**src/rtl/gate_tt_sequencer_if.sv**
```systemverilog
// Bundle between the truth-table sequencer and whatever drives and observes it.
// master: issues start/op_sel, returns the gate-under-test output, reads results.
// slave : the sequencer itself.
//   start     : begin a run (honoured in IDLE or DONE only)
//   op_sel    : expected function, 00=OR 01=AND 10=XOR 11=NOR
//   dut_out   : output of the gate under test
//   a_out/b_out : registered stimulus to the gate
//   busy/done/pass/err_count/err_vec : run status and results
interface gate_tt_sequencer_if;
   logic       start;
   logic [1:0] op_sel;
   logic       dut_out;
   logic       a_out;
   logic       b_out;
   logic       busy;
   logic       done;
   logic       pass;
   logic [2:0] err_count;
   logic [3:0] err_vec;

   modport master (
      output start, op_sel, dut_out,
      input  a_out, b_out, busy, done, pass, err_count, err_vec
   );

   modport slave (
      input  start, op_sel, dut_out,
      output a_out, b_out, busy, done, pass, err_count, err_vec
   );
endinterface

```
**src/rtl/gate_tt_sequencer.sv**
```systemverilog
// Truth-table sequencer for a 2-input gate under test. Steps A/B through
// 00,01,10,11, holds each vector HOLD_CYCLES cycles, samples the gate output on
// the last edge of each hold window and accumulates a verdict.
// Ports:
//   clk   : clock, rising edge
//   rst_n : asynchronous active-low reset
//   io    : gate_tt_sequencer_if.slave (start/op_sel/dut_out in, stimulus and results out)
//
// state | meaning
// IDLE  | waiting for start, outputs at reset values
// DRIVE | stepping through the four vectors, busy=1
// DONE  | results valid and held, a/b parked at 1/1, start restarts
module gate_tt_sequencer #(
   parameter int HOLD_CYCLES = 4,
   parameter int CNT_W       = 8
) (
   input  logic                  clk,
   input  logic                  rst_n,
   gate_tt_sequencer_if.slave    io
);

   localparam logic [1:0] ST_IDLE  = 2'd0;
   localparam logic [1:0] ST_DRIVE = 2'd1;
   localparam logic [1:0] ST_DONE  = 2'd2;

   localparam logic [CNT_W-1:0] HOLD_LAST = CNT_W'(HOLD_CYCLES - 1);

   logic [1:0]       state_q, state_d;
   logic [1:0]       vec_q, vec_d;
   logic [CNT_W-1:0] hold_cnt_q, hold_cnt_d;
   logic [1:0]       op_reg_q, op_reg_d;
   logic             a_q, a_d;
   logic             b_q, b_d;
   logic             busy_q, busy_d;
   logic             done_q, done_d;
   logic             pass_q, pass_d;
   logic [2:0]       err_count_q, err_count_d;
   logic [3:0]       err_vec_q, err_vec_d;
   logic             expected;

   always_comb begin
      case (op_reg_q)
         2'b00:   expected = vec_q[1] | vec_q[0];
         2'b01:   expected = vec_q[1] & vec_q[0];
         2'b10:   expected = vec_q[1] ^ vec_q[0];
         default: expected = ~(vec_q[1] | vec_q[0]);
      endcase
   end

   always_comb begin
      state_d     = state_q;
      vec_d       = vec_q;
      hold_cnt_d  = hold_cnt_q;
      op_reg_d    = op_reg_q;
      a_d         = a_q;
      b_d         = b_q;
      busy_d      = busy_q;
      done_d      = done_q;
      pass_d      = pass_q;
      err_count_d = err_count_q;
      err_vec_d   = err_vec_q;

      case (state_q)
         ST_IDLE, ST_DONE: begin
            if (io.start) begin
               op_reg_d    = io.op_sel;
               vec_d       = 2'd0;
               hold_cnt_d  = '0;
               a_d         = 1'b0;
               b_d         = 1'b0;
               err_count_d = 3'd0;
               err_vec_d   = 4'd0;
               done_d      = 1'b0;
               pass_d      = 1'b0;
               busy_d      = 1'b1;
               state_d     = ST_DRIVE;
            end
         end
         ST_DRIVE: begin
            hold_cnt_d = hold_cnt_q + 1'b1;
            if (hold_cnt_q == HOLD_LAST) begin
               hold_cnt_d = '0;
               if (io.dut_out != expected) begin
                  err_count_d      = err_count_q + 3'd1;
                  err_vec_d[vec_q] = 1'b1;
               end
               if (vec_q == 2'd3) begin
                  // verdict uses the count including this final compare
                  state_d = ST_DONE;
                  busy_d  = 1'b0;
                  done_d  = 1'b1;
                  pass_d  = (err_count_d == 3'd0);
                  a_d     = 1'b1;
                  b_d     = 1'b1;
               end else begin
                  vec_d = vec_q + 2'd1;
                  a_d   = vec_d[1];
                  b_d   = vec_d[0];
               end
            end
         end
         default: state_d = ST_IDLE;
      endcase
   end

   always_ff @(posedge clk or negedge rst_n) begin
      if (!rst_n) begin
         state_q     <= ST_IDLE;
         vec_q       <= 2'd0;
         hold_cnt_q  <= '0;
         op_reg_q    <= 2'b00;
         a_q         <= 1'b0;
         b_q         <= 1'b0;
         busy_q      <= 1'b0;
         done_q      <= 1'b0;
         pass_q      <= 1'b0;
         err_count_q <= 3'd0;
         err_vec_q   <= 4'd0;
      end else begin
         state_q     <= state_d;
         vec_q       <= vec_d;
         hold_cnt_q  <= hold_cnt_d;
         op_reg_q    <= op_reg_d;
         a_q         <= a_d;
         b_q         <= b_d;
         busy_q      <= busy_d;
         done_q      <= done_d;
         pass_q      <= pass_d;
         err_count_q <= err_count_d;
         err_vec_q   <= err_vec_d;
      end
   end

   assign io.a_out     = a_q;
   assign io.b_out     = b_q;
   assign io.busy      = busy_q;
   assign io.done      = done_q;
   assign io.pass      = pass_q;
   assign io.err_count = err_count_q;
   assign io.err_vec   = err_vec_q;

endmodule

```
**src/flat_wrapper.sv**
```systemverilog
// flat-port wrapper written by rule: the top's interface ports become plain ports
module gate_tt_sequencer_flat 
#(
   parameter int HOLD_CYCLES = 4,
   parameter int CNT_W       = 8
)
  (clk, rst_n, io_start, io_op_sel, io_dut_out, io_a_out, io_b_out, io_busy, io_done, io_pass, io_err_count, io_err_vec);
  gate_tt_sequencer_if io_i ();
  input  logic clk;
  input  logic rst_n;
  input wire logic [$bits(io_i.start)-1:0] io_start;
  input wire logic [$bits(io_i.op_sel)-1:0] io_op_sel;
  input wire logic [$bits(io_i.dut_out)-1:0] io_dut_out;
  output wire logic [$bits(io_i.a_out)-1:0] io_a_out;
  output wire logic [$bits(io_i.b_out)-1:0] io_b_out;
  output wire logic [$bits(io_i.busy)-1:0] io_busy;
  output wire logic [$bits(io_i.done)-1:0] io_done;
  output wire logic [$bits(io_i.pass)-1:0] io_pass;
  output wire logic [$bits(io_i.err_count)-1:0] io_err_count;
  output wire logic [$bits(io_i.err_vec)-1:0] io_err_vec;
  assign io_i.start = io_start;
  assign io_i.op_sel = io_op_sel;
  assign io_i.dut_out = io_dut_out;
  assign io_a_out = io_i.a_out;
  assign io_b_out = io_i.b_out;
  assign io_busy = io_i.busy;
  assign io_done = io_i.done;
  assign io_pass = io_i.pass;
  assign io_err_count = io_i.err_count;
  assign io_err_vec = io_i.err_vec;
  gate_tt_sequencer #(.HOLD_CYCLES(HOLD_CYCLES), .CNT_W(CNT_W)) u_core (.clk(clk), .rst_n(rst_n), .io(io_i));
endmodule
```
**config.mk**
```make
export PLATFORM = sky130hd
export DESIGN_NAME = gate_tt_sequencer_flat
export DESIGN_NICKNAME = d
export VERILOG_FILES = /design/src/rtl/gate_tt_sequencer_if.sv /design/src/rtl/gate_tt_sequencer.sv /design/src/flat_wrapper.sv
export SDC_FILE = /design/constraint.sdc
export NUM_CORES = 1
export LEC_CHECK = 0
export BUFFER_PORTS_ARGS = -buffer_cell sky130_fd_sc_hd__buf_4
export CORE_UTILIZATION = 59
export CTS_BUF_LIST = sky130_fd_sc_hd__clkbuf_2
export DETAILED_ROUTE_END_ITERATION = 6
export PLACE_DENSITY = 0.86
export SLEW_MARGIN = 20
export SYNTH_ARGS = -nofsm -noshare
export SYNTH_HDL_FRONTEND = slang
export SYNTH_SLANG_ARGS = --single-unit
```
**constraint.sdc**
```tcl
create_clock -name clk -period 2.7 [get_ports clk]
set_input_delay 0.135 -clock clk [delete_from_list [all_inputs] [get_ports clk]]
set_output_delay 0.135 -clock clk [all_outputs]
set_load 0.1 [all_outputs]
```
==> metrics.csv <==
stage,metric,value,unit
setup_path,crit path DAT,2.46,ns
clock_network,CTS tree,done,
setup_path,crit path kind,reg -> reg,
clock_network,"Reg clk slew, reported paths",0.25,ns
floorplanning,Row Count,17,
floorplanning,Die Width,50.2,µm
final_layout,share of layout cells above drive strength 1,15.9,%
route,Avg Vias per Cell,6.07,
yosys,Async SR Flop Fraction,100,%
global_routing,pin count of the biggest net entering global routing,27,
sta,Final Slew Violations,0,
sta,worst slew pin tran,0.580,ns
setup_path,CP max stage delay,0.49,ns
setup_path,CP dominant cell by count,o21ai_0,
yosys,post-synthesis cell area,1370,µm²
sta,Rel. slew slack,61.3,%
sta,fin worst setup slack,0.509,ns
global_routing,initial antenna violation count,0,
sta,FMAX,0.456,GHz
yosys,syn avg cell area,9.64,µm²
yosys,Main synth FF type,dfrtp_1,
setup_path,worst path bufs/invs,0,
clock_network,H-tree depth,1,
sta,Fin. Hold Viols,0,
route,1st-iter DRT viols,61,
route,router iterations before antenna repair,4,
sta,RSZ-0062 raised after global routing,no,
setup_path,CP max FO,5,
route,Post-Route WL,3.16,mm
setup_path,CP required,2.97,ns
global_routing,global-route wire length before repair,5.38,mm
setup_path,Reg2Reg Launch Point,u_core.hold_cnt_q[0],
clock_network,# clock sinks,26,
global_routing,GRT met2 Usage,48.0,%
final_layout,fin nets,179,
global_routing,met1 usage,37.6,%
placed_design,post-DP HPWL,2.11,mm
placed_design,# placed instances,184,
clock_network,clk root buf,clkbuf_2,
global_routing,Top Usage Layer GRT,met2,
sta,crit path time final,2.19,ns
sta,Finish-stage setup viols,0,
yosys,Synth cell types,32,
clock_network,CTS Buffer Depth,2,
final_layout,# diodes,0,
sta,Layout Skew,0.0142,ns
setup_path,"Slowest-stage cell, CP",or4b_4,
yosys,Synth Register Bits,26,
floorplanning,Die Y,50.2,µm
global_routing,Total Routing Usage GR,28.9,%
placed_design,pre-CTS setup slack,0.579,ns
yosys,yosys warns,0,
setup_path,Top delay family on crit path,simple AND/OR/NAND/NOR gates,
global_routing,vias in the first global route,1133,
setup_path,crit-path cells,ha_1 -> or4b_4 -> nor3_1 -> o21ai_0 -> nand2_1 -> o21ai_0,
route,Post-route DRC,0,
placed_design,RD Place Congestion,0.903,
floorplanning,die footprint,2520,µm²
global_routing,met3 GRT Util,3.33,%
clock_network,cts bufs inserted,3,
floorplanning,I/O pin cnt,18,
final_layout,Non-Filler Instances,192,
hold_path,worst hold path type,in -> async,
placed_design,IO Port Bufs,17,
clock_network,cts repair resizes,0,
route,DR vias,1165,
yosys,Synthesized Nets,156,
final_layout,Filler Cell Count,149,
setup_path,startpoint type of the worst setup path,flop,
yosys,sequential share of the synthesized area,47.5,%
route,Antenna Violating Nets Remaining,0,
route,average routed wire per standard cell,16.4,µm
final_layout,Area Overhead vs Synth,17.0,%
run,max_cap viols,0,
floorplanning,core area,2190,µm²
setup_path,critical path startpoint,u_core.hold_cnt_q[0],
yosys,cells after synthesis,142,
yosys,Post-synth EDFFs,0,
floorplanning,Starting Density,62.5,%
setup_path,CP endpoint kind,flop,
clock_network,latest clock arrival within the worst-skew pair,0.37,ns
global_routing,GR Overflow Total,0,
sta,Tcrit/Tclk final,81.2,%
sta,setup tns final,0,ns
outcome,status,"finished, final reports clean",
## cell type report
class	count	area, µm²	share of cell area [%]
Clock buffer	3	15.0	0.937
Clock inverter	1	30.0	1.87
Inverter	6	22.5	1.41
Multi-Input combinational cell	106	673	42.0
Sequential cell	26	651	40.6
Tap cell	28	35.0	2.19
Timing Repair Buffer	22	175	10.9
## sequential cells by signal (all words and copies together) (netlist names), 2 cells and up
signal / count
u_core.state_q: 2
u_core.io.err_count: 3
u_core.hold_cnt_q: 8
u_core.io.err_vec: 4
u_core.op_reg_q: 2
u_core.vec_q: 2
## worst paths after layout
kind	slack [ns]	depth (start not counted)	endpoint
setup / recovery	0.51	6	u_core.vec_q[1]
hold / removal	0.16	2	u_core.io.err_count[2]
setup reg to reg	0.51	6	u_core.vec_q[1]
hold reg to reg	0.52	2	u_core.io.done
max in group asynchronous	2.29	2	u_core.io.b_out
min in group clk	0.26	5	u_core.io.pass
## stage by stage
step	instance area, µm²	hold WS [ns]	utilization (%)
3_3_place_gp	1520	0.0516	69.2
5_1_grt	1600	0.159	73.1
3_5_place_dp	1520	0.0581	69.2
4_1_cts	1600	0.163	73.1
6_report	1600	0.156	73.1
2_1_floorplan	1370	-0.161	-
## repair_timing
action	CTS	global route
endpoints found under the hold margin	29	0
setup buffers	0	0
hold buffers	4	0
## routing by layer
layer / routed length (µm) / share of wire, %
met1: 1360 / 43
met2: 1570 / 50
met3: 135 / 4.3
met4: 93 / 2.9
met5: 0 / 0
## synthesized netlist by cell type, drive strengths merged (2+ instances only)
| cell type | n | area [µm²] |
|---|---|---|
| xnor2 | 2 | 17.5 |
| dfrtp | 26 | 651 |
| clkbuf | 3 | 11.3 |
| o211ai | 3 | 22.5 |
| ha | 8 | 100 |
| o21ai | 22 | 110 |
| nand4 | 4 | 25.0 |
| nand2 | 21 | 78.8 |
| nor2b | 3 | 18.8 |
| o31ai | 2 | 15.0 |
| and3 | 3 | 18.8 |
| nor4 | 2 | 27.5 |
| nor3 | 2 | 21.3 |
| mux2i | 2 | 20.0 |
| nand3 | 4 | 20.0 |
| or3 | 3 | 18.8 |
| nand2b | 6 | 37.5 |
| a22o | 2 | 17.5 |
| inv | 6 | 22.5 |
| nor2 | 9 | 33.8 |
## cell usage in the layout (no fill, tap or decap), types with 2 or more instances in the layout
master | synthesis | routed
a22o_1 | 2 | 2
and3_1 | 3 | 3
buf_4 | 0 | 18
clkbuf_2 | 0 | 3
dfrtp_1 | 26 | 26
dlygate4sd3_1 | 0 | 4
ha_1 | 8 | 8
inv_1 | 6 | 6
mux2i_1 | 2 | 2
nand2_1 | 21 | 21
nand2b_1 | 6 | 6
nand3_1 | 4 | 4
nand4_1 | 4 | 4
nor2_1 | 9 | 9
nor2b_1 | 3 | 3
o211ai_1 | 3 | 3
o21ai_0 | 21 | 21
o31ai_1 | 2 | 2
or3_1 | 3 | 3
xnor2_1 | 2 | 2
## cells by family after synthesis
kind of cell	share of synthesized area (%)
AO/OA/AOI/OAI	14.4
multiplexers	1.46
adder cells (fa/ha/maj)	7.31
flip-flops	47.5
buffers and inverters	3.29
AND/OR/NAND/NOR	24.1
XOR/XNOR	1.92
Power is not shown: default switching activity piles up to over one toggle a cycle in this logic, so the estimate is an artifact.
